## src/rtl/calc_dispatch2.sv

```systemverilog
// calc_dispatch2: dispatches stream jobs to two calc units and retires results in arrival order.
// Optional statistics counters are enabled with `define CALC_DISPATCH2_STATS_EN.
module calc_dispatch2 #(
    parameter int M         = 32,
    parameter bit UNIT_PREF = 1'b0
) (
    input  logic         clk,
    input  logic         reset_n,
    input  logic         in_valid,
    input  logic [M-1:0] in_data,
    output logic         in_ready,
    output logic         u0_start,
    output logic         u1_start,
    output logic [M-1:0] u_data,
    input  logic         u0_done,
    input  logic         u1_done,
    output logic         u0_ack,
    output logic         u1_ack,
    input  logic         out_ready,
    output logic         mux_sel,
    output logic         out_valid,
`ifdef CALC_DISPATCH2_STATS_EN
    output logic [31:0]  jobs0_cnt,
    output logic [31:0]  jobs1_cnt,
    output logic [31:0]  stall_cnt,
`endif
    output logic [1:0]   pending
);
    logic         busy0_q, busy0_d, busy1_q, busy1_d;
    logic         q0_q, q0_d, q1_q, q1_d;
    logic [1:0]   cnt_q, cnt_d, cnt_s;
    logic         rr_q, rr_d;
    logic [M-1:0] u_data_q, u_data_d;
    logic         u0_start_q, u0_start_d, u1_start_q, u1_start_d;
    logic         u0_ack_q, u0_ack_d, u1_ack_q, u1_ack_d;
    logic         out_valid_q, out_valid_d;
    logic         acc, tgt, head_done, pop, q0_s;

    assign in_ready  = !busy0_q || !busy1_q;
    assign acc       = in_valid && in_ready;
    assign tgt       = (rr_q ? !busy1_q : !busy0_q) ? rr_q : !rr_q;
    assign head_done = q0_q ? u1_done : u0_done;
    assign pop       = (cnt_q != 2'd0) && head_done && out_ready;
    assign mux_sel   = (cnt_q != 2'd0) && q0_q;
    assign pending   = cnt_q;
    assign u0_start  = u0_start_q;
    assign u1_start  = u1_start_q;
    assign u_data    = u_data_q;
    assign u0_ack    = u0_ack_q;
    assign u1_ack    = u1_ack_q;
    assign out_valid = out_valid_q;

    // Next state: the pop shifts the order queue first, then an accept appends at the freed tail.
    always_comb begin
        cnt_s       = cnt_q - {1'b0, pop};
        q0_s        = pop ? q1_q : q0_q;
        cnt_d       = cnt_s + {1'b0, acc};
        q0_d        = (acc && cnt_s == 2'd0) ? tgt : q0_s;
        q1_d        = (acc && cnt_s == 2'd1) ? tgt : (pop ? 1'b0 : q1_q);
        busy0_d     = (busy0_q && !(pop && !q0_q)) || (acc && !tgt);
        busy1_d     = (busy1_q && !(pop && q0_q)) || (acc && tgt);
        rr_d        = acc ? !tgt : rr_q;
        u_data_d    = acc ? in_data : u_data_q;
        u0_start_d  = acc && !tgt;
        u1_start_d  = acc && tgt;
        u0_ack_d    = pop && !q0_q;
        u1_ack_d    = pop && q0_q;
        out_valid_d = pop;
    end

    // State registers with synchronous active-low reset; in-flight jobs are dropped.
    always_ff @(posedge clk) begin
        if (!reset_n) begin
            busy0_q     <= 1'b0;
            busy1_q     <= 1'b0;
            q0_q        <= 1'b0;
            q1_q        <= 1'b0;
            cnt_q       <= 2'd0;
            rr_q        <= UNIT_PREF;
            u_data_q    <= '0;
            u0_start_q  <= 1'b0;
            u1_start_q  <= 1'b0;
            u0_ack_q    <= 1'b0;
            u1_ack_q    <= 1'b0;
            out_valid_q <= 1'b0;
        end else begin
            busy0_q     <= busy0_d;
            busy1_q     <= busy1_d;
            q0_q        <= q0_d;
            q1_q        <= q1_d;
            cnt_q       <= cnt_d;
            rr_q        <= rr_d;
            u_data_q    <= u_data_d;
            u0_start_q  <= u0_start_d;
            u1_start_q  <= u1_start_d;
            u0_ack_q    <= u0_ack_d;
            u1_ack_q    <= u1_ack_d;
            out_valid_q <= out_valid_d;
        end
    end

`ifdef CALC_DISPATCH2_STATS_EN
    logic [31:0] jobs0_q, jobs1_q, stall_q;
    assign jobs0_cnt = jobs0_q;
    assign jobs1_cnt = jobs1_q;
    assign stall_cnt = stall_q;

    // Per-unit start counts and head-ready-but-blocked cycles, wrapping naturally.
    always_ff @(posedge clk) begin
        if (!reset_n) begin
            jobs0_q <= '0;
            jobs1_q <= '0;
            stall_q <= '0;
        end else begin
            if (u0_start_d) jobs0_q <= jobs0_q + 32'd1;
            if (u1_start_d) jobs1_q <= jobs1_q + 32'd1;
            if (cnt_q != 2'd0 && head_done && !out_ready) stall_q <= stall_q + 32'd1;
        end
    end
`endif
endmodule

```

## config.mk

```make
export PLATFORM = sky130hd
export DESIGN_NAME = calc_dispatch2
export DESIGN_NICKNAME = d
export VERILOG_FILES = /design/src/rtl/calc_dispatch2.sv
export SDC_FILE = /design/constraint.sdc
export NUM_CORES = 1
export LEC_CHECK = 0
export BUFFER_PORTS_ARGS = -buffer_cell sky130_fd_sc_hd__buf_2
export CORE_MARGIN = 2
export CORE_UTILIZATION = 45
export DETAILED_ROUTE_END_ITERATION = 6
export PLACE_DENSITY = 0.85
export REMOVE_ABC_BUFFERS = 1
export SETUP_SLACK_MARGIN = 0.5
export SLEW_MARGIN = 20
export SYNTH_ARGS = -nofsm -noshare
export SYNTH_HDL_FRONTEND = slang
export SYNTH_SLANG_ARGS = --single-unit
```

## constraint.sdc

```tcl
create_clock -name clk -period 2.6 [get_ports clk]
set_clock_uncertainty 0.15 [all_clocks]
set_input_delay 0.39 -clock clk [delete_from_list [all_inputs] [get_ports clk]]
set_output_delay 0.39 -clock clk [all_outputs]
set_load 0.005 [all_outputs]
```

# After elaboration in Yosys (flattened, before gate mapping)
# Cells that the tools add are included.
# op_classes
mul	0
n_reduce_logical	26
addsub	2
n_lt_le_gt_ge	0
n_shift	0
n_div	0
eq_ne	1
muxes	7
bitwise	0
# ops
cell	count
$logic_and 1x1->1	12
$logic_not 1->1	7
$mux 1	7
$reduce_bool 2->1	3
$logic_or 1x1->1	3
$add 2x1->2	1
$eq 2x1->1 const B	1
$logic_not 2->1	1
$sub 2x1->2	1
# word_totals
ff_bits	44
ramBits	0
elab_cells	48
input_bits	38
romBits	0
latchBits	0
memories	0
out_inout_bits	41

# Depth between registers and ports, before layout
# Gate-level depths: netlist (run 1).
# depth
word_depth	7
depth_mapped	6
depth_no_buf	6

# Worst setup path after synthesis (run 1)
# No wires, ideal clock.
# synth_timing
kind	register to register
from	register cnt_q[1], in the netlist pending[1]
to	register q1_q
arrival_time_ns	1.667
path_stages_with_launch	6
synth_period_minus_slack_ns	1.910
slack_ns	0.690
setup_ns	0.092
required_time_ns	2.358
cell_sequence	dfxtp_1 o21ai_1 nor2_1 ha_1 or3_1 o32ai_1
# synth_between
elab_chain_cells	7
word_cells_on_any_way	8
# synth_lines
item	line	text
from (decl)	31	logic [1:0] cnt_q, cnt_d, cnt_s;
from (signal assigned)	91	cnt_q <= cnt_d;
$reduce_bool 2->1 (*)	43	assign pop = (cnt_q != 2'd0) && head_done && out_ready;
$logic_and 1x1->1 (*) (2 in a row)	43	
net out_valid_d	36	logic out_valid_q, out_valid_d;
$sub 2x1->2	55	cnt_s = cnt_q - {1'b0, pop};
$eq 2x1->1	59	q1_d = (acc && cnt_s == 2'd1) ? tgt : (pop ? 1'b0 : q1_q);
$logic_and 1x1->1	59	
$mux 1 / $reduce_bool 2->1 (equally long branches)	--	
to (signal assigned)	90	q1_q <= q1_d;
to (decl)	30	logic q0_q, q0_d, q1_q, q1_d;
# Mark *: on every way through the listed nets, which the timed path passes. The rest lies on a longest branch.
# A chain may end at the register's enable or synchronous reset.

# Final worst setup path (run 1)
# layout_timing
from	register q0_q
to	register q1_q
# layout_between
elab_chain_cells	7
word_cells_on_any_way	8
# layout_lines
item	line	text
from (decl)	30	
from (signal assigned)	89	q0_q <= q0_d;
$mux 1 (*)	42	assign head_done = q0_q ? u1_done : u0_done;
$logic_and 1x1->1 (*) (2 in a row)	43	
net out_valid_d	36	
$sub 2x1->2	55	
$eq 2x1->1	59	
$logic_and 1x1->1	59	
$mux 1 / $reduce_bool 2->1 (equally long branches)	--	
# Marks and branches as above.

==> impl_metrics.ini, run 1 <==
[run_status]
status = complete, no violations

[layout]
multi_input_area_um2 = 699
seqCellArea_um2 = 885
post-route-cell-area_mm2 = 0.00215
drive_gt1_frac = 0.343
syn_to_final_growth_pct = 31.1
nets = 315
finalNonFillerCells = 323
n_fill_cell = 312
antennaDiodeCount = 0

[synth]
yosysSeqAreaShare = 0.537
netlist_instances = 199
synth_edf_count = 0
ys.flop_type = dfxtp_1
synth_warnings = 0
yosysTopAreaCell = dfxtp_1
synth_common_cells = nand2_1, dfxtp_1, a21oi_1, buf_2, clkbuf_1
synth.avg_cell_area_um2 = 8.24
synth_top_area_frac = 0.537
yosysMostFrequentCell = nand2_1
synth_area_leaders = dfxtp_1, nand2_1, a21oi_1, buf_2, mux2i_1
netlist_area_mm2 = 0.00164
synth_cell_types = 27
yosys_register_bits = 44
async_reset_ff_frac = 0

[floorplan]
die_w_um = 64.4
num_io_pins = 79
core_mm2 = 0.00342
dieHeight_um = 64.4
die_area_mm2 = 0.00414
start_util = 0.480
rows = 21

[timing]
period_share = 0.764
worstMarginPinSlew_ns = 0.615
finalSetupTns_ns = 0
maxSlewViolCount = 0
rsz0062_at_grt = no
hold_viol = 0
max_freq_mhz = 503
finalSetupViolCount = 0
period_minus_slack_ns = 1.99
relSlewSlack = 0.589

[power]
switching_power_mw = 0.407
p_total_mw = 1.41
seqPwrFrac = 0.555
leakagePower_nw = 1.03
power_density_mw_per_mm2 = 656
p_int_mw = 1.00
share_clk_of_total_power = 0.240
combPwrFrac = 0.204
swShare = 0.288
peakVddDrop_mv = 0.281

[clock_tree]
path_clk_slew_ns = 0.12
cts_tree = done
cts-root-buf = clkbuf_4
cts_sinks = 44
ctsHoldBuffers = 0
cts_max_level = 2
clock_latency_ns = 0.35
cts_made_buffers = 5
cts_max_path_buffers = 2

[critical_path]
cp_data_required_time_ns = 2.71
cp_num_buf_inv = 0
endpoint_kind = register
critPathArrivalTime_ns = 2.10
path_class = register to register
worstSetupStartpointType = register
critPathMaxStageDelay_ns = 0.42
slowest_stage = or3_1
path_cells = mux2i_4 -> nor2_1 -> ha_1 -> or3_1 -> o32ai_1
cp_max_fo = 6
crit_family = simple AND/OR/NAND/NOR gates

[routing]
vias = 1583
totalWireLength_um = 3650
wl_per_cell_um = 11.3
drt_iter0_markers = 80
vias_per_cell = 4.90
antenna_left = 0
dr.pass1.iters = 4
drc = 0

[min_path]
hp-class = input pin to register

[grt]
grt-ovfl-total = 0
grt_usage = 0.183
grt_pass1_vias = 1372
grt_start_max_net_pins = 23
grt_antenna_before_repair = 0
grt_pass1_wl_um = 5930

[placement]
dpl_cell_area_mm2 = 0.00206
place_inst = 315
hpwl_um = 2650
portBuffers = 78
place_congestion = 0.804

[flow_run]
cap_violations = 0
==> cells in the final DEF (no fill, tap or decap) <==
master,count
nor3_1,3
mux2i_1,2
nor2_1,4
nor3b_1,1
clkbuf_8,1
mux2i_4,1
o21ai_4,1
ha_1,1
clkinv_2,2
dfxtp_4,1
o21ai_0,2
buf_4,5
o21a_1,1
nand2b_1,1
a21bo_1,1
clkbuf_4,5
nand2_1,68
o21ai_1,1
inv_1,5
o211ai_1,3
xnor2_1,2
dfxtp_1,43
a21oi_1,36
o221a_1,1
xor2_1,1
or3_1,1
nand3_1,1
a32o_1,1
o32ai_1,2
a21boi_2,1
or2_1,1
buf_2,78
==> layer usage <==
metal | wire (um) | GRT usage
met5 | 0 | 0
met4 | 57 | 0.0824
met3 | 240 | 0.0528
met2 | 1740 | 0.299
met1 | 1610 | 0.221
==> stage by stage <==
stage               utilization  setup slack, ns  hold slack, ns
floorplan                     -            0.687           0.294
global placement          0.603            0.536           0.289
detailed placement        0.603            0.436           0.294
global route              0.629            0.502          0.0882
finish                    0.629            0.612           0.107
CTS                       0.623            0.505          0.0952
==> registers in the layout, indices dropped and copies added (netlist names) <==
register,count
u_data,32
u1_start,1
q1_q,1
u0_ack,1
u0_start,1
rr_q,1
busy0_q,1
u1_ack,1
out_valid,1
q0_q,1
busy1_q,1
pending,2
==> power groups by stage <==
stage | sequential, mW | clock [mW] | combinational (mW)
finish | 0.784 | 0.339 | 0.288
global placement | 0.786 | 0 | 0.273
floorplan | 0.788 | 0 | 0.161
global route | 0.791 | 0.378 | 0.326
CTS | 0.776 | 0.348 | 0.284
detailed placement | 0.789 | 0 | 0.280
==> area by class of cell <==
type / instances / area share
Clock buffer: 6 / 0.0239
Clock inverter: 2 / 0.00466
Inverter: 5 / 0.00873
Multi-Input combinational cell: 137 / 0.325
Sequential cell: 44 / 0.412
Tap cell: 46 / 0.0268
Timing Repair Buffer: 83 / 0.199
==> cells by family after synthesis <==
| family | Yosys count | synth area share |
|---|---|---|
| AND/OR/NAND/NOR | 80 | 0.193 |
| AO/OA/AOI/OAI | 50 | 0.177 |
| flip-flops | 44 | 0.537 |
| buffers and inverters | 18 | 0.0504 |
| XOR/XNOR | 3 | 0.0160 |
| multiplexers | 3 | 0.0183 |
| adder cells (fa/ha/maj) | 1 | 0.00763 |
==> path summary, 6_finish.rpt <==
| kind | slack [ns] | cells past startpoint | end | startpoint |
|---|---|---|---|---|
| worst min-delay path | 0.11 | 3 | u_data[23] | in_data[23] |
| worst max register to register | 0.61 | 5 | q1_q | q0_q |
| worst max-delay path | 0.61 | 5 | q1_q | q0_q |
| worst min register to register | 0.31 | 2 | u_data[6] | u_data[6] |
==> worst register-to-register path: stages, from the launching register on <==
cell     delay [ns]
dfxtp_4        0.40
mux2i_4        0.27
nor2_1         0.07
ha_1           0.35
or3_1          0.42
o32ai_1        0.24
==> timing repair <==
| action | in CTS | in global routing |
|---|---|---|
| gates resized for setup | 2 | 4 |
| setup endpoints to repair | 1 | 1 |
| pin swaps | 0 | 0 |
| buffers inserted | 0 | 0 |
Note: power is estimated with default switching activity, not from simulation.
==> run 2, diff against run 1 <==
--- a/config.mk
+++ b/config.mk
@@ -5,11 +5,12 @@
 export SDC_FILE = /design/constraint.sdc
 export NUM_CORES = 1
 export LEC_CHECK = 0
+export ABC_AREA = 1
 export BUFFER_PORTS_ARGS = -buffer_cell sky130_fd_sc_hd__buf_2
 export CORE_MARGIN = 2
-export CORE_UTILIZATION = 45
+export CORE_UTILIZATION = 41
 export DETAILED_ROUTE_END_ITERATION = 6
-export PLACE_DENSITY = 0.85
+export PLACE_DENSITY = 0.82
 export REMOVE_ABC_BUFFERS = 1
 export SETUP_SLACK_MARGIN = 0.5
 export SLEW_MARGIN = 20
==> constraint.sdc (replaced) <==
create_clock -name clk -period 1.8 [get_ports clk]
set_clock_uncertainty 0.15 [all_clocks]
set_input_delay 0.27 -clock clk [delete_from_list [all_inputs] [get_ports clk]]
set_output_delay 0.27 -clock clk [all_outputs]
set_load 0.005 [all_outputs]
==> run 2 against run 1 <==
  * Design area grew 13%
  * Worst setup slack lost 0.45 ns
  * Largest power group unchanged
  * Global-route usage decreased by 0.34 points
  * Wire length is 18% higher
  * Sequential power rose by 44%
==> impl_metrics.ini, run 2 <==
[grt]
grt_start_max_net_pins = 37
grt_usage = 0.179
grtUsageMet1 = 0.205
grt_antenna_before_repair = 0
grt_pass1_wl_um = 6270
grt_pass1_vias = 1466
use_met3 = 0.0526
use_met2 = 0.305
busiest_layer = met2
grt-ovfl-total = 0

[critical_path]
path_cells = inv_2 -> nand2_2 -> nand2_2 -> nand2_2 -> inv_2 -> ha_4 -> inv_4 -> nand3_4 -> nor2_4 -> inv_1 -> a21oi_2
cp_num_buf_inv = 4
r2r_cells = 11
path_class = register to register
critPathMaxStageDelay_ns = 0.34
critPathArrivalTime_ns = 1.70
cp_common_cell = nand2_2
cp_max_fo = 3
crit_family = simple AND/OR/NAND/NOR gates
crit_start = q0_q
endpoint_kind = register
slowest_stage = dfxtp_2
cp_data_required_time_ns = 1.86
worstSetupStartpointType = register
r2r_slack_ns = 0.17
reg2reg_to = pending[1]
reg2reg_from = q0_q

[power]
share_clk_of_total_power = 0.323
switching_power_mw = 0.688
swShare = 0.273
p_int_mw = 1.83
power_density_mw_per_mm2 = 1040
seqPwrFrac = 0.447
p_total_mw = 2.52
leakagePower_nw = 1.23
combPwrFrac = 0.230
peakVddDrop_mv = 0.473

[clock_tree]
cts_max_path_buffers = 2
cts_made_buffers = 5
clock_latency_ns = 0.28
cts_tree = done
cts_max_level = 2
path_clk_slew_ns = 0.09
cts_sinks = 44
cts-root-buf = clkbuf_8

[placement]
portBuffers = 78
hpwl_um = 2590
place_congestion = 0.726
place_inst = 333
dpl_cell_area_mm2 = 0.00207

[timing]
relSlewSlack = 0.739
period_minus_slack_ns = 1.63
max_freq_mhz = 612
period_share = 0.908
finalSetupViolCount = 0
hold_viol = 0
rsz0062_at_grt = yes
maxSlewViolCount = 0
worstMarginPinSlew_ns = 0.392

[routing]
antenna_left = 0
vias = 1648
drt_iter0_markers = 77
drc = 0
vias_per_cell = 4.64
dr.pass1.iters = 5
wl_per_cell_um = 12.1
totalWireLength_um = 4290

[floorplan]
rows = 23
start_util = 0.424
die_area_mm2 = 0.00467
core_mm2 = 0.00400
die_w_um = 68.3
dieHeight_um = 68.3
num_io_pins = 79

[layout]
final_common_cell = buf_2
fin_util = 0.605
post-route-cell-area_mm2 = 0.00242
syn_to_final_growth_pct = 42.8
finalNonFillerCells = 355
antennaDiodeCount = 0
mostFrequentLayoutCells = buf_2, nor2_1, dfxtp_1
drive_gt1_frac = 0.459
nets = 343
largest_reg_flops = 32

[synth]
yosysSeqAreaShare = 0.520
yosys_register_bits = 44
synth_area_leaders = dfxtp_1, nor2_1, o21ai_0, nand2_1, buf_6
synth_common_cells = nor2_1, dfxtp_1, o21ai_0, nand2_1, inv_1
ys.flop_type = dfxtp_1
synth_cell_types = 21
netlist_area_mm2 = 0.00170
netlist_instances = 214
synth_top_area_frac = 0.520
synth.avg_cell_area_um2 = 7.92
yosysMostFrequentCell = nor2_1
synth_edf_count = 0
synth_warnings = 0
yosysTopAreaCell = dfxtp_1
async_reset_ff_frac = 0

[min_path]
holdPathEnd = u_data[29]
hp-start = in_data[29]
holdPathStages = 3
hp-class = input pin to register

[flow_run]
cap_violations = 0

[run_status]
status = complete, no violations
-- run 2: cell count changes after synthesis, moves of 8 or more --
cell,before,now
a21oi_1,36,3
inv_1,5,13
nand2_1,68,21
nor2_1,4,71
nor2_2,0,8
o21ai_0,2,31
-- run 2: power groups by stage --
stage               clock, mW  combinational [mW]  sequential, mW
global route            0.877               0.641            1.14
floorplan                   0               0.219            1.15
detailed placement          0               0.401            1.14
global placement            0               0.388            1.14
CTS                     0.835               0.501            1.12
finish                  0.814               0.580            1.13
-- run 2: cell type report --
class	instances	area, um2
clock buffer	7	96.3
clock inverter	1	30.0
fill	357	1580
inverter	14	71.3
multi-input combinational	146	751
sequential	44	890
tap	50	62.6
timing repair buffer	93	520
-- run 2: worst max-delay path by stage --
| stage | to | slack [ns] | cells after the start |
|---|---|---|---|
| global route | pending[1] | 0.09 | 11 |
| floorplan | q1_q | 0.17 | 11 |
| CTS | q1_q | 0.22 | 11 |
| detailed placement | q1_q | -0.02 | 11 |
| finish | pending[1] | 0.17 | 11 |
| global placement | q1_q | 0.11 | 11 |
-- run 2: worst reg2reg max path, cell delays in order (launching register included) --
cell     delay (ns)
dfxtp_2        0.34
inv_2          0.08
nand2_2        0.07
nand2_2        0.07
nand2_2        0.07
inv_2          0.09
ha_4           0.21
inv_4          0.06
nand3_4        0.09
nor2_4         0.13
inv_1          0.08
a21oi_2        0.14
-- run 2: layer usage --
metal  vias up  part of all wire
li1        846                 -
met1       738              0.42
met2        60              0.51
met3         4             0.055
met4         0            0.0079
met5         -                 0
-- run 2: stage by stage --
step           setup TNS, ns  setup slack (ns)  hold WS [ns]
6_report                   0             0.165        0.0773
5_1_grt                    0            0.0878        0.0754
4_1_cts                    0             0.215        0.0667
3_5_place_dp         -0.0303           -0.0196         0.318
3_3_place_gp               0             0.107         0.307
2_1_floorplan              0             0.168         0.241
-- run 2: logic make-up after synthesis --
| group | synth area share |
|---|---|
| AO/OA/AOI/OAI | 0.114 |
| adder cells (fa/ha/maj) | 0.00738 |
| buffers and inverters | 0.0849 |
| flip-flops | 0.520 |
| AND/OR/NAND/NOR | 0.275 |
-- run 2: what timing repair did --
item | in CTS | in global routing
gates resized for setup | 20 | 20
pin swaps | 5 | 14
setup endpoints to repair | 41 | 21
hold buffers | 0 | 0
buffers inserted | 10 | 4
==> run 3, diff against run 2 <==
--- a/config.mk
+++ b/config.mk
@@ -5,11 +5,11 @@
 export SDC_FILE = /design/constraint.sdc
 export NUM_CORES = 1
 export LEC_CHECK = 0
-export ABC_AREA = 1
 export BUFFER_PORTS_ARGS = -buffer_cell sky130_fd_sc_hd__buf_2
 export CORE_MARGIN = 2
 export CORE_UTILIZATION = 41
 export DETAILED_ROUTE_END_ITERATION = 6
+export GPL_TIMING_DRIVEN = 0
 export PLACE_DENSITY = 0.82
 export REMOVE_ABC_BUFFERS = 1
 export SETUP_SLACK_MARGIN = 0.5
==> run 3 against run 2 <==
  * The run now ends with setup timing left
  * Sequential power is essentially flat
  * Count of clock-buffer cells in the layout shrank 2
  * Sequential share of layout area grew 1.7 points
  * Utilization grew 1.8 points
  * Via count shrank 0.61%
  * Worst setup slack lost 0.18 ns
  * Critical path type unchanged
  * Largest cell class unchanged
==> impl_metrics.ini, run 3 (same netlist as run 1, synthesis figures left out) <==
[layout]
syn_to_final_growth_pct = 42.3
largest_reg_flops = 32
finalNonFillerCells = 330
nets = 323
mostFrequentLayoutCells = buf_2, nand2_1, dfxtp_1
antennaDiodeCount = 0
drive_gt1_frac = 0.387
final_common_cell = buf_2
n_fill_cell = 334
fin_util = 0.623

[power]
switching_power_mw = 0.622
p_total_mw = 2.24
p_int_mw = 1.62
leakagePower_nw = 1.10
peakVddDrop_mv = 0.556
swShare = 0.278
share_clk_of_total_power = 0.240
power_density_mw_per_mm2 = 960
seqPwrFrac = 0.510
combPwrFrac = 0.250

[grt]
grt_usage = 0.187
grt_start_max_net_pins = 43
grt_pass1_wl_um = 6280
grt_pass1_vias = 1404
grt_antenna_before_repair = 0
grt-ovfl-total = 0

[timing]
finalSetupTns_ns = -0.0271
worstMarginPinSlew_ns = 0.715
period_minus_slack_ns = 1.82
hold_viol = 0
rsz0062_at_grt = yes
worst_slack_ns = -0.0172
relSlewSlack = 0.522
max_freq_mhz = 550
finalSetupViolCount = 2
maxSlewViolCount = 0
period_share = 1.01

[clock_tree]
clock_latency_ns = 0.28
cts_max_path_buffers = 2
cts_made_buffers = 5
cts_max_level = 2
path_clk_slew_ns = 0.07
cts_tree = done
cts_sinks = 44
cts-root-buf = clkbuf_8

[critical_path]
path_class = register to register
cp_max_fo = 3
reg2reg_from = q0_q
critPathArrivalTime_ns = 1.86
cp_data_required_time_ns = 1.85
endpoint_kind = register
worstSetupStartpointType = register
crit_start = q0_q

[floorplan]
core_mm2 = 0.00374
start_util = 0.438
num_io_pins = 79
die_w_um = 67.2
dieHeight_um = 67.2
rows = 22
die_area_mm2 = 0.00452

[placement]
preCtsSetupSlack_ns = -0.282
hpwl_um = 2420
place_inst = 313
place_congestion = 0.681
portBuffers = 78

[routing]
dr.pass1.iters = 4
vias = 1638
vias_per_cell = 4.96
totalWireLength_um = 4390
drt_iter0_markers = 116
antenna_left = 0
drc = 0
wl_per_cell_um = 13.3

[min_path]
hp-class = input pin to register
hp-start = in_data[22]

[run_status]
violations = setup timing
status = complete, but fails checks

[flow_run]
cap_violations = 0
[run 3: cell count changes in the layout (fill, tap and decap cells not counted), sizes merged, moves of 2 or more]
| cell | previous run | this run |
|---|---|---|
| o32ai | 0 | 2 |
| nor2 | 79 | 4 |
| mux2i | 0 | 3 |
| a21bo | 0 | 3 |
| nand3 | 5 | 1 |
| inv | 14 | 5 |
| nor3 | 0 | 3 |
| o21ai | 33 | 4 |
| nand2 | 23 | 68 |
| buf | 93 | 88 |
| o211ai | 0 | 3 |
| a21oi | 4 | 36 |
| xnor2 | 0 | 2 |
[run 3: final cells by class]
type                       instances  area [um2]  share of cell area
tap                               48        60.1              0.0258
multi-input combinational        139         752               0.322
timing repair buffer              89         536               0.230
clock buffer                       5        68.8              0.0295
sequential                        44         897               0.385
inverter                           5        18.8             0.00805
[run 3: path summary, 6_finish.rpt]
kind                                   end  slack (ns)  depth (start not counted)
worst max register to register        q1_q       -0.02                          6
worst min register to register  u_data[10]        0.30                          2
worst min-delay path            u_data[22]        0.07                          3
worst max-delay path                  q1_q       -0.02                          6
[run 3: worst max-delay path, cell delays in order, from the launching register on]
cell and delay (ns):
dfxtp_4 0.37, mux2i_4 0.23, nor2_1 0.06, ha_2 0.20, xor2_1 0.18, or3_1 0.34, o32ai_1 0.21
[run 3: power groups by stage]
stage / Clock [mW] / Sequential [mW] / Combinational [mW]
after floorplan: 0 / 1.14 / 0.233
after global routing: 0.611 / 1.15 / 0.608
final: 0.537 / 1.14 / 0.560
after CTS: 0.554 / 1.13 / 0.501
after detailed placement: 0 / 1.14 / 0.400
after global placement: 0 / 1.13 / 0.388
[run 3: what timing repair did]
item                                    CTS  global route
endpoints found under the setup margin   42            27
buffers inserted                          7             2
gates resized for setup                  15            10
pin swaps                                 8             3
hold buffers                              0             0
cloned                                    2             1
[run 3: layer usage]
| metal | part of all wire | vias up | global-route usage |
|---|---|---|---|
| met5 | 0 | - | 0 |
| li1 | - | 827 | - |
| met3 | 0.083 | 4 | 0.0783 |
| met2 | 0.48 | 67 | 0.321 |
| met1 | 0.43 | 740 | 0.213 |
| met4 | 0.0064 | 0 | 0.0510 |
[run 3: through the flow]
stage	hold slack, ns	instance area (um2)
floorplan	0.256	1580
global placement	0.288	2030
detailed placement	0.294	2050
CTS	0.0560	2250
global route	0.0482	2330
finish	0.0655	2330
